--- config.mk ---
export PLATFORM = sky130hd
export DESIGN_NAME = mac_seq_feeder
export DESIGN_NICKNAME = d
export VERILOG_FILES = /design/src/rtl/mac_seq_feeder.sv
export SDC_FILE = /design/constraint.sdc
export NUM_CORES = 1
export LEC_CHECK = 0
export ABC_AREA = 1
export CAP_MARGIN = 15
export CORE_MARGIN = 2
export CORE_UTILIZATION = 49
export DETAILED_ROUTE_END_ITERATION = 6
export PLACE_DENSITY = 0.91
export SLEW_MARGIN = 0
export SYNTH_ARGS = -nofsm -noshare
export SYNTH_HDL_FRONTEND = slang
export SYNTH_SLANG_ARGS = --single-unit
--- constraint.sdc ---
create_clock -name clk -period 4.1 [get_ports clk]
set_clock_uncertainty 0.1 [all_clocks]
set_input_delay 1.025 -clock clk [delete_from_list [all_inputs] [get_ports clk]]
set_output_delay 1.025 -clock clk [all_outputs]
set_load 0.05 [all_outputs]
--- src/rtl/mac_seq_feeder.sv ---
// Drive-side sequencer for the multiply-accumulate core: clears the core,
// streams N node/weight pairs from two synchronous-read buffers, counts the
// core's output valids and captures the final accumulated result.
module mac_seq_feeder #(
  parameter int IN_DATA_WITDH = 8,
  parameter int ADDR_WIDTH    = 8,
  parameter int CNT_WIDTH     = 9
) (
  input  logic                       clk,
  input  logic                       reset_n,
  input  logic                       i_start,
  input  logic [CNT_WIDTH-1:0]       i_num_cnt,
  output logic [ADDR_WIDTH-1:0]      o_node_addr,
  output logic                       o_node_ce,
  input  logic [IN_DATA_WITDH-1:0]   i_node_dout,
  output logic [ADDR_WIDTH-1:0]      o_wegt_addr,
  output logic                       o_wegt_ce,
  input  logic [IN_DATA_WITDH-1:0]   i_wegt_dout,
  output logic                       o_run,
  output logic                       o_valid,
  output logic [IN_DATA_WITDH-1:0]   o_node,
  output logic [IN_DATA_WITDH-1:0]   o_wegt,
  input  logic                       i_core_valid,
  input  logic [4*IN_DATA_WITDH-1:0] i_core_result,
  output logic                       o_idle,
  output logic                       o_running,
  output logic                       o_done,
  output logic [4*IN_DATA_WITDH-1:0] o_result
);

  typedef enum logic [2:0] {
    S_IDLE,
    S_CLEAR,
    S_RUN,
    S_DRAIN,
    S_DONE
  } state_t;

  state_t                     state, state_d;
  logic [CNT_WIDTH-1:0]       num, num_d;
  logic [CNT_WIDTH-1:0]       num_m1;
  logic [ADDR_WIDTH-1:0]      addr, addr_d;
  logic [CNT_WIDTH-1:0]       vcnt, vcnt_d;
  logic [4*IN_DATA_WITDH-1:0] result, result_d;
  logic                       ce;
  logic                       valid_q;

  // Last index of the job; the issue counter only needs the low bits since
  // N never exceeds 2^ADDR_WIDTH.
  assign num_m1 = num - CNT_WIDTH'(1);

  // State and datapath registers; reset discards any job in flight.
  always_ff @(posedge clk or negedge reset_n) begin
    if (!reset_n) begin
      state   <= S_IDLE;
      num     <= '0;
      addr    <= '0;
      vcnt    <= '0;
      result  <= '0;
      valid_q <= 1'b0;
    end else begin
      state   <= state_d;
      num     <= num_d;
      addr    <= addr_d;
      vcnt    <= vcnt_d;
      result  <= result_d;
      valid_q <= ce;
    end
  end

  // Next-state, counter updates and state-decoded outputs.
  always_comb begin
    state_d   = state;
    num_d     = num;
    addr_d    = addr;
    vcnt_d    = vcnt;
    result_d  = result;
    ce        = 1'b0;
    o_run     = 1'b0;
    o_idle    = 1'b0;
    o_running = 1'b0;
    o_done    = 1'b0;

    case (state)
      S_IDLE: begin
        o_idle = 1'b1;
        if (i_start) begin
          num_d    = i_num_cnt;
          result_d = '0;
          state_d  = S_CLEAR;
        end
      end
      S_CLEAR: begin
        o_run     = 1'b1;
        o_running = 1'b1;
        addr_d    = '0;
        vcnt_d    = '0;
        state_d   = (num != '0) ? S_RUN : S_DONE;
      end
      S_RUN: begin
        o_running = 1'b1;
        ce        = 1'b1;
        addr_d    = addr + ADDR_WIDTH'(1);
        if (addr == num_m1[ADDR_WIDTH-1:0]) state_d = S_DRAIN;
      end
      S_DRAIN: begin
        o_running = 1'b1;
      end
      S_DONE: begin
        o_done  = 1'b1;
        state_d = S_IDLE;
      end
      default: state_d = S_IDLE;
    endcase

    // Core valids overlap RUN for longer jobs, so they are counted in both
    // RUN and DRAIN; the final one ends the job.
    if ((state == S_RUN || state == S_DRAIN) && i_core_valid) begin
      if (vcnt == num_m1) begin
        result_d = i_core_result;
        state_d  = S_DONE;
      end else begin
        vcnt_d = vcnt + CNT_WIDTH'(1);
      end
    end
  end

  assign o_node_addr = addr;
  assign o_wegt_addr = addr;
  assign o_node_ce   = ce;
  assign o_wegt_ce   = ce;
  assign o_valid     = valid_q;
  // Buffer outputs are already registered; gating keeps operands quiet
  // outside their valid cycle.
  assign o_node      = valid_q ? i_node_dout : '0;
  assign o_wegt      = valid_q ? i_wegt_dout : '0;
  assign o_result    = result;

endmodule

==> Yosys cells after proc, flatten, opt, wreduce, memory -nomap -nowiden <==
Cells that the tools add are included.
{ "classes": {"reduce_logical": 7, "add_sub_neg": 3, "mux": 21, "n_eq_ne": 6} }
{ "ops": {"columns": ["operator", "n"], "rows": [
  ["32-bit two-way mux", 4],
  ["9-bit two-way mux", 3],
  ["8-bit two-way mux", 2],
  ["8-bit case mux with 2 select lines", 1],
  ["3-bit two-way mux", 5],
  ["3-bit case mux with 4 select lines", 1],
  ["9-bit by 1-bit adder with 9-bit output, second input constant", 1],
  ["9-bit equality test", 1],
  ["9-bit nonzero test", 1],
  ["9-bit by 1-bit subtractor with 9-bit output, second input constant", 1],
  ["8-bit by 1-bit adder with 8-bit output, second input constant", 1],
  ["8-bit equality test", 1],
  ["3-bit by 2-bit equality test with 1-bit output, second input constant", 2],
  ["1-bit two-way mux", 5],
  ["3-bit by 1-bit equality test with 1-bit output, second input constant", 1],
  ["3-bit equality test, second input constant", 1],
  ["3-bit zero test", 1],
  ["3-bit OR reduction", 1],
  ["2-bit AND reduction", 1],
  ["2-bit nonzero test", 1],
  ["1-bit logical AND", 1],
  ["1-bit logical OR", 1]
]} }
{ "word_totals": {"input_bits": 61, "wordCells": 43, "out_inout_bits": 71, "ff_bits": 62} }

==> Depth between registers and ports, before layout <==
{ "depth": {"word_depth": 6, "mapped_depth": 16, "mapped_depth_nobuf": 15} }

==> Least setup slack after synthesis <==
No wires, ideal clock.
{ "synth_path": {"path_kind": "flip-flop to output port", "start": "register state[1]", "end": "output port o_run", "t_required_ns": 2.975, "stages_incl_launch_ff": 2, "path_buffers": 0, "t_arrival_ns": 1.603, "slack_ns": 1.372, "cell_sequence": "dfrtp_1 nor3_1"} }
{ "synth_via": {"elab_chain_cells": 2} }
{ "synth_rtl": {"columns": ["item", "line", "rtl"], "rows": [
  ["start, declared", "39", "state_t state, state_d;"],
  ["start signal, assigned", "62", "state <= state_d;"],
  ["3-bit by 1-bit equality test with 1-bit output", "84", "case (state)"],
  ["1-bit two-way mux", "84", null],
  ["end, declared", "19", "output logic o_run,"]
]} }
No other way between the ends.

==> Worst setup path after layout <==
{ "layout_path": {"start": "input port i_node_dout[4]", "end": "output port o_node[4]"} }
{ "layout_via": {"elab_chain_cells": 1} }
{ "layout_rtl": {"columns": ["item", "line", "rtl"], "rows": [
  ["start, declared", "15", "input logic [IN_DATA_WITDH-1:0] i_node_dout,"],
  ["8-bit two-way mux", "135", "assign o_node = valid_q ? i_node_dout : '0;"],
  ["end, declared", "21", "output logic [IN_DATA_WITDH-1:0] o_node,"]
]} }
No other way between the ends.

==> run_results.csv <==
group,metric,value,unit
timing,worst_slew_pin_slew,0.784,ns
status,status,"completed",
yosys,syn-num-nets,598,
yosys,synth_edf_count,0,
cells_and_area,diodes,0,
drt,totalWireLength,9420,um
grt,grt_usage,24.0,%
clock_network,ctsHtreeMaxLevel,3,
grt,grt_pass1_vias,3684,
run,max-cap-violations,0,
clock_network,cts_buffers,9,
clock_network,cts_buffer_depth,2,
drt,wl_per_cell,12.5,um
timing,slew_violations,0,
placed_design,dp_hpwl,7170,um
clock_network,clk_latency,0.34,ns
worst_setup_path,worst-setup-path-type,"input port to output pin",
yosys,synth-main-ff-cell,"dfrtp_1",
timing,rsz0062_at_grt,"false",
yosys,yosysTopAreaCell,"dfrtp_1",
yosys,syn_area,0.00374,mm^2
drt,via_count,3661,
cells_and_area,syn_to_final_growth,38.5,%
timing,hold_violations,0,
grt,antenna_found_initial,0,
timing,setup_violations,0,
timing,worst_slack,0.492,ns
worst_hold_path,hold_path_class,"flop to flop",
grt,grt_overflow,0,
clock_network,cts-root-buf,"clkbuf_8",
timing,period_needed,3.61,ns
clock_network,tritoncts,"yes",
floorplan,fp.dieW,91.4,um
drt,dr_wl_met2,4690,um
yosys,synthArstFlopShare,100,%
yosys,postSynthCellCount,534,
cells_and_area,multi_input_area,0.00153,mm^2
clock_network,cts_hold_buffers,0,
worst_setup_path,crit_fanout,1,
drt,route.met3.wl,942,um
worst_setup_path,critPathArrivalTime,2.48,ns
yosys,synth_top_area_share,41.4,%
yosys,yosysMostFrequentCell,"inv_1",
worst_setup_path,cpMostUsedCell,"clkdlybuf4s50_1",
floorplan,rows,31,
clock_network,clock-sinks,62,
drt,drc_errors,0,
yosys,synth-seq-cells,62,
yosys,netlist_top_cells_area,"dfrtp_1 41%, inv_1 13%, nand2_1 13%",
timing,fin_crit_sh,88.0,%
worst_setup_path,crit_buf_inv,3,
yosys,synthTopCellsByCount,"128 x inv_1, 125 x nand2_1, 62 x dfrtp_1",
worst_setup_path,worstPathRequired,2.97,ns
clock_network,cts_setup_buffers,0,
grt,grt_pass1_wl,16100,um
timing,timing.fmax,277,MHz
yosys,yosys_warnings,0,
drt,highest_layer,"met4",
drt,drt_iter0_drc,251,
worst_setup_path,cp_cell_sequence,"clkdlybuf4s50_1 -> nand2_1 -> inv_1 -> clkdlybuf4s50_1",
drt,ant_nets,0,
worst_setup_path,end_kind,"output pin",
drt,viasPerCell,4.86,
yosys,synth_sequential_area_ratio,41.4,%
power_and_ir_drop,power.density,746,mW/mm^2
floorplan,die_area,0.00835,mm^2
worst_setup_path,cp_top_family,"buffers and inverters",
timing,relSlewSlack,47.7,%
yosys,syn_avg_cell_area,7.01,um^2
placed_design,numPortBuffers,131,
clock_network,clk_pin_slew,0.07,ns
worst_setup_path,max_stage_delay,0.79,ns
worst_setup_path,cp-start-kind,"input port",
placed_design,dpl_worst_slack,0.484,ns
floorplan,fp.dieH,91.4,um
drt,drt_pass1_iterations,4,
floorplan,core_region_area,0.00733,mm^2
power_and_ir_drop,p_leak,2.68,nW
cells_and_area,register_area,0.00155,mm^2
placed_design,gp_congestion,0.920,
cells_and_area,n_fill_cell,517,
worst_setup_path,slowest_stage,"clkdlybuf4s50_1",
power_and_ir_drop,max-vdd-ir-drop,0.388,mV
floorplan,start_util,51.1,%
clock_network,cts_resized,0,
grt,grt_max_degree,51,
timing,totalNegativeSetupSlack,0,ns
cells_and_area,layout-drive-gt1-share,8.24,%
cells_and_area,fin_nets,716,
drt,wl_met1,3610,um
yosys,ys_types,27,
floorplan,io_pins,132,
==> power by group <==
part           internal, mW  switching (mW)
combinational         0.789            1.53
sequential            0.828           0.238
clock                 0.245           0.237
total                  1.86            2.01
==> kinds of logic (layout without fill, tap and decap cells) <==
| family | Yosys count | after routing | synth area share (%) |
|---|---|---|---|
| adder cells (fa/ha/maj) | 3 | 3 | 1.00 |
| AO/OA/AOI/OAI | 65 | 65 | 10.6 |
| flip-flops | 62 | 62 | 41.4 |
| AND/OR/NAND/NOR | 240 | 240 | 27.2 |
| buffers and inverters | 155 | 276 | 17.7 |
| XOR/XNOR | 9 | 9 | 2.11 |
==> stage by stage <==
stage / power, mW / hold WS (ns) / instances / cell area (um^2) / util [%]
4_1_cts: 3.88 / 0.503 / 754 / 5190 / 70.7
2_1_floorplan: 2.71 / 0.423 / 534 / 3740 / -
5_1_grt: 4.14 / 0.538 / 754 / 5190 / 70.7
3_3_place_gp: 3.30 / 0.448 / 740 / 5010 / 68.4
6_report: 3.87 / 0.502 / 754 / 5190 / 70.7
3_5_place_dp: 3.38 / 0.490 / 740 / 5010 / 68.4
==> worst min-delay path, cell delays in order, from the launching register on <==
cell and delay (ns):
dfrtp_1 0.38, inv_1 0.05, nor2_1 0.04, nand2_1 0.05
o21ai_1 0.05
==> sequential cells by signal (all words and copies together), names as in the netlist <==
register,flops
state,3
o_valid,1
num,9
o_node_addr,8
vcnt,9
o_result,32
==> layer usage <==
layer | track usage, % | vias to the layer above
met2 | 42.8 | 168
met1 | 24.7 | 1657
met4 | 8.96 | 0
li1 | - | 1816
met3 | 10.2 | 20
met5 | 0 | -
==> worst paths after layout <==
path	start	endpoint	slack [ns]	cells past startpoint
worst max register to register	num[0]	o_result[31]	1.15	14
worst min-delay path	o_result[7]	o_result[7]	0.50	4
min in group asynchronous	reset_n	o_node_addr[1]	0.66	1
max in group asynchronous	reset_n	o_result[13]	2.38	2
worst min register to register	o_result[7]	o_result[7]	0.50	4
worst max-delay path	i_node_dout[4]	o_node[4]	0.49	4
==> layout by cell type (no fill, tap or decap), types with 8 or more instances in the layout <==
| cell | instances |
|---|---|
| o21ai_0 | 19 |
| clkbuf_8 | 11 |
| o21ai_1 | 21 |
| nand3_1 | 32 |
| nor2_1 | 54 |
| dfrtp_1 | 62 |
| o21ai_2 | 16 |
| nand2_1 | 125 |
| nand2_2 | 12 |
| xor2_1 | 8 |
| clkdlybuf4s50_1 | 130 |
| inv_1 | 128 |
==> cell type report <==
class / count / area share (%)
Sequential cell: 62 / 29.9
Timing Repair Buffer: 134 / 25.6
Clock inverter: 3 / 0.410
Inverter: 128 / 9.26
Multi-Input combinational cell: 317 / 29.5
Tap cell: 99 / 2.39
Clock buffer: 11 / 2.92
No activity file was read; power rests on OpenSTA's default activity.
